--- config.mk ---
export PLATFORM = sky130hd
export DESIGN_NAME = or_accum_8bit
export DESIGN_NICKNAME = d
export VERILOG_FILES = /design/src/rtl/or_accum_8bit.sv
export SDC_FILE = /design/constraint.sdc
export NUM_CORES = 1
export LEC_CHECK = 0
export CAP_MARGIN = 25
export CORE_ASPECT_RATIO = 1.75
export CORE_MARGIN = 4
export CORE_UTILIZATION = 45
export DETAILED_ROUTE_END_ITERATION = 8
export GPL_TIMING_DRIVEN = 1
export PLACE_DENSITY = 0.71
export REMOVE_ABC_BUFFERS = 1
export SYNTH_ARGS = -nofsm -noshare
export SYNTH_HDL_FRONTEND = slang
export SYNTH_SLANG_ARGS = --single-unit
--- constraint.sdc ---
create_clock -name clk -period 4.4 [get_ports clk]
set_clock_uncertainty 0.15 [all_clocks]
set_input_delay 0.88 -clock clk [delete_from_list [all_inputs] [get_ports clk]]
set_output_delay 0.88 -clock clk [all_outputs]
set_load 0.05 [all_outputs]
--- src/rtl/or_accum_8bit.sv ---
// ============================================================================
// Module   : or_accum_8bit
// Brief    : Streaming OR-reduction of byte frames with a one-entry result buffer.
// Revision : 1.0
// ============================================================================
`default_nettype none

module or_accum_8bit #(
    parameter int COUNT_W = 8
) (
    input  logic               clk,
    input  logic               rst_n,
    input  logic [7:0]         inA,
    input  logic               in_valid,
    input  logic               in_last,
    output logic               in_ready,
    input  logic               abort,
    output logic [7:0]         outY,
    output logic [COUNT_W-1:0] out_count,
    output logic               out_any,
    output logic               out_valid,
    input  logic               out_ready
);

    localparam logic [1:0] c_ST_IDLE  = 2'd0;
    localparam logic [1:0] c_ST_ACCUM = 2'd1;
    localparam logic [1:0] c_ST_HOLD  = 2'd2;

    localparam logic [COUNT_W-1:0] c_CNT_ONE = COUNT_W'(1);

    logic [1:0]         r_state;
    logic [7:0]         r_acc;
    logic [COUNT_W-1:0] r_cnt;
    logic [7:0]         r_outY;
    logic [COUNT_W-1:0] r_out_count;
    logic               r_out_any;
    logic               r_out_valid;

    logic               w_hold;
    logic               w_take;
    logic [7:0]         w_or;
    logic [COUNT_W-1:0] w_cnt_next;

    assign w_hold   = (r_state == c_ST_HOLD);
    assign in_ready = w_hold ? out_ready : 1'b1;
    assign w_take   = in_valid & in_ready & ~abort;

    // acc and cnt are held at zero outside ACCUM, so the first beat of a frame
    // and a continuation beat share the same merge and increment path.
    assign w_or       = r_acc | inA;
    assign w_cnt_next = (&r_cnt) ? r_cnt : (r_cnt + c_CNT_ONE);

    always_ff @(posedge clk or negedge rst_n) begin
        if (!rst_n) begin
            r_state     <= c_ST_IDLE;
            r_acc       <= 8'h00;
            r_cnt       <= '0;
            r_outY      <= 8'h00;
            r_out_count <= '0;
            r_out_any   <= 1'b0;
            r_out_valid <= 1'b0;
        end else begin
            if (w_hold && out_ready) begin
                r_out_valid <= 1'b0;
                r_state     <= c_ST_IDLE;
            end

            // A pending result survives abort; only a partial frame is discarded.
            if (abort) begin
                if (!w_hold) begin
                    r_acc   <= 8'h00;
                    r_cnt   <= '0;
                    r_state <= c_ST_IDLE;
                end
            end else if (w_take) begin
                if (in_last) begin
                    r_outY      <= w_or;
                    r_out_count <= w_cnt_next;
                    r_out_any   <= |w_or;
                    r_out_valid <= 1'b1;
                    r_acc       <= 8'h00;
                    r_cnt       <= '0;
                    r_state     <= c_ST_HOLD;
                end else begin
                    r_acc   <= w_or;
                    r_cnt   <= w_cnt_next;
                    r_state <= c_ST_ACCUM;
                end
            end
        end
    end

    assign outY      = r_outY;
    assign out_count = r_out_count;
    assign out_any   = r_out_any;
    assign out_valid = r_out_valid;

endmodule

`default_nettype wire

==> impl_results.md <==
- Worst slack at placement: 0.811 ns
- Minimum clock period after layout: 3.59 ns
- Die width: 54.1 um
- Drt wl/cell: 13.7 um
- Remaining DRCs: 0
- Total negative setup slack: 0 ns
- Cts hold-fix bufs: 0
- FF+latch count, synth: 36
- Synth top area share: 53.8%
- Max VDD drop: 0.000344 V
- Synth unique cells: 35
- Htree depth: 2
- Class of the most critical setup path: input port to output port
- Sequential-to-total area share from yosys stat: 53.8%
- DRT iter0 DRCs: 35
- Gr usage total: 17.2%
- I/O Buffers: 32
- RePlAce Congestion: 0.869
- Yosys warnings: 0
- Startpoint Class: input port
- CP Data Arrival Time: 2.56 ns
- Leak pwr: 0.884 nW
- CTS tree: done
- Final hold violation count: 0
- Async S/R FF share, synth: 100%
- Row cnt: 29
- First-pass GRT wire length: 5.99 mm
- Outcome: complete, no violations
- Avg Vias per Cell: 5.36
- Vias in the first global route: 1370
- # nets final: 230
- Drt pass-1 iters: 4
- Max Cap Viol: 0
- Final Worst Setup Slack: 0.811 ns
- Initial antenna violation count: 0
- Syn-to-layout area delta: 25.9%
- Clock root cell: clkbuf_8
- Synth Instances: 182
- Layout cell share with drive strength beyond 1: 6.02%
- Clock sinks: 36
- Most common cell in the netlist: dfrtp_1
- Fillers: 324
- Initial core utilization: 46.6%
- Via count: 1404
- Die height: 88.7 um
- Number of synthesized flops with an enable pin: 0
- Final setup violation count: 0
- RSZ-0062 raised after global routing: false
- Largest net degree at the start of global routing: 37
- I/O pin total: 33
- Synth Flop Type: dfrtp_1
- Slew Viols, Final: 0
- CP Max Fanout: 4
- Pwr/cell area: 406 nW/um2
- Syn avg cell area: 9.21 um2
- Worst-margin pin slew: 0.969 ns
- Post-DP HPWL: 2.60 mm
- N_diodes: 0
- Die footprint: 4800 um2
- Critical Path RT: 3.37 ns
- Largest cells by area after synthesis: dfrtp_1 (54%), nand2_1 (6.5%), nor2_1 (5.8%)
- Synth area leader: dfrtp_1
- Clk Latency, worst-skew pair: 0.28 ns
- GR Overflow Total: 0
- CP endpoint kind: output port
- CTS buffer count: 5
- Slew headroom: 35.4%
- Worst Hold Class: register to register
- Core outline area: 3590 um2
- Max clock buf depth: 2
- Post-DRT Antenna Nets: 0
- Period utilization: 81.6%
- Reg clk slew, reported paths: 0.07 ns
- Mapped Area: 1680 um2
- Post-CTS setup buffers: 0
- Most instantiated cells after synthesis: dfrtp_1 (36), nand2_1 (29), nor2_1 (26), a21oi_1 (19), o21ai_0 (15)
- Final WL: 3.60 mm
- Post-cts sizing count: 0
- Fmax: 279 MHz
-- layout make-up --
type / instances / area (um2) / share of cell area, %
inverter: 7 / 26.3 / 1.25
clock buffer: 6 / 82.6 / 3.91
sequential: 36 / 901 / 42.7
timing repair buffer: 34 / 335 / 15.9
clock inverter: 2 / 10.0 / 0.474
tap: 46 / 57.6 / 2.73
multi-input combinational: 131 / 697 / 33.0
-- path summary, 6_finish.rpt --
kind / cells after the start / start / slack (ns) / endpoint
setup / recovery: 4 / out_ready / 0.81 / in_ready
hold / removal: 2 / out_valid / 0.32 / out_valid
setup reg to reg: 4 / r_state[0] / 2.21 / outY[4]
hold reg to reg: 2 / out_valid / 0.32 / out_valid
max in group asynchronous: 2 / rst_n / 2.92 / r_cnt[4]
min in group asynchronous: 2 / rst_n / 0.86 / out_count[0]
-- where the power goes --
group / leakage, nW / switching [mW] / internal, mW
registers: 0.469 / 0.0212 / 0.367
clock network: 0.0510 / 0.114 / 0.125
logic: 0.364 / 0.151 / 0.0786
total: 0.884 / 0.286 / 0.570
-- metal layers --
metal	global-route usage (%)	vias up	part of all wire (%)
li1	-	691	-
met1	18.8	663	39
met2	28.8	40	53
met3	4.72	10	5.1
met4	9.75	0	3.0
met5	0	-	0
-- cells in the final DEF (no fill, tap or decap), types with 2 or more instances in the layout --
| master | netlist | layout |
|---|---|---|
| clkinv_2 | 0 | 2 |
| o21ai_1 | 3 | 3 |
| dfrtp_1 | 36 | 36 |
| clkdlybuf4s50_1 | 0 | 32 |
| nand3_1 | 2 | 2 |
| nand4_1 | 3 | 3 |
| nand2_1 | 29 | 29 |
| a21boi_0 | 2 | 2 |
| and4_1 | 2 | 2 |
| nor3_1 | 2 | 2 |
| a21oi_1 | 19 | 19 |
| a31oi_1 | 3 | 3 |
| nor2_1 | 26 | 26 |
| buf_4 | 2 | 2 |
| nand2b_1 | 3 | 3 |
| o31ai_1 | 4 | 4 |
| nor2b_1 | 2 | 2 |
| inv_1 | 7 | 7 |
| mux2i_1 | 2 | 2 |
| o21ai_0 | 15 | 15 |
| clkbuf_8 | 0 | 6 |
-- kinds of logic (layout without fill, tap and decap cells) --
family / after synthesis / after routing / share of synthesized area [%]
adder cells (fa/ha/maj): 1 / 1 / 0.747
flip-flops: 36 / 36 / 53.8
multiplexers: 2 / 2 / 1.19
AND/OR/NAND/NOR: 76 / 76 / 21.9
buffers and inverters: 15 / 49 / 4.63
AO/OA/AOI/OAI: 51 / 51 / 17.3
XOR/XNOR: 1 / 1 / 0.523
-- through the flow --
step	std cells	hold slack [ns]	area (um2)	power [mW]	utilization, %
final	262	0.323	2110	0.856	58.7
after global placement	254	0.311	2020	0.621	56.1
after floorplan	174	0.313	1620	0.534	-
after global routing	262	0.360	2110	0.901	58.7
after CTS	262	0.331	2110	0.869	58.7
after detailed placement	254	0.313	2020	0.626	56.1
-- sequential cells by signal, indices dropped and copies added, names as in the netlist --
signal and count:
outY 8, out_valid 1, out_any 1, out_count 8, r_cnt 8, r_state 2, r_acc 8
-- worst max-delay path, stage by stage --
cell	delay (ns)
clkdlybuf4s50_1	0.48
nor3b_2	0.33
inv_1	0.15
clkdlybuf4s50_1	0.72
Note: power is estimated with default switching activity, not from simulation.
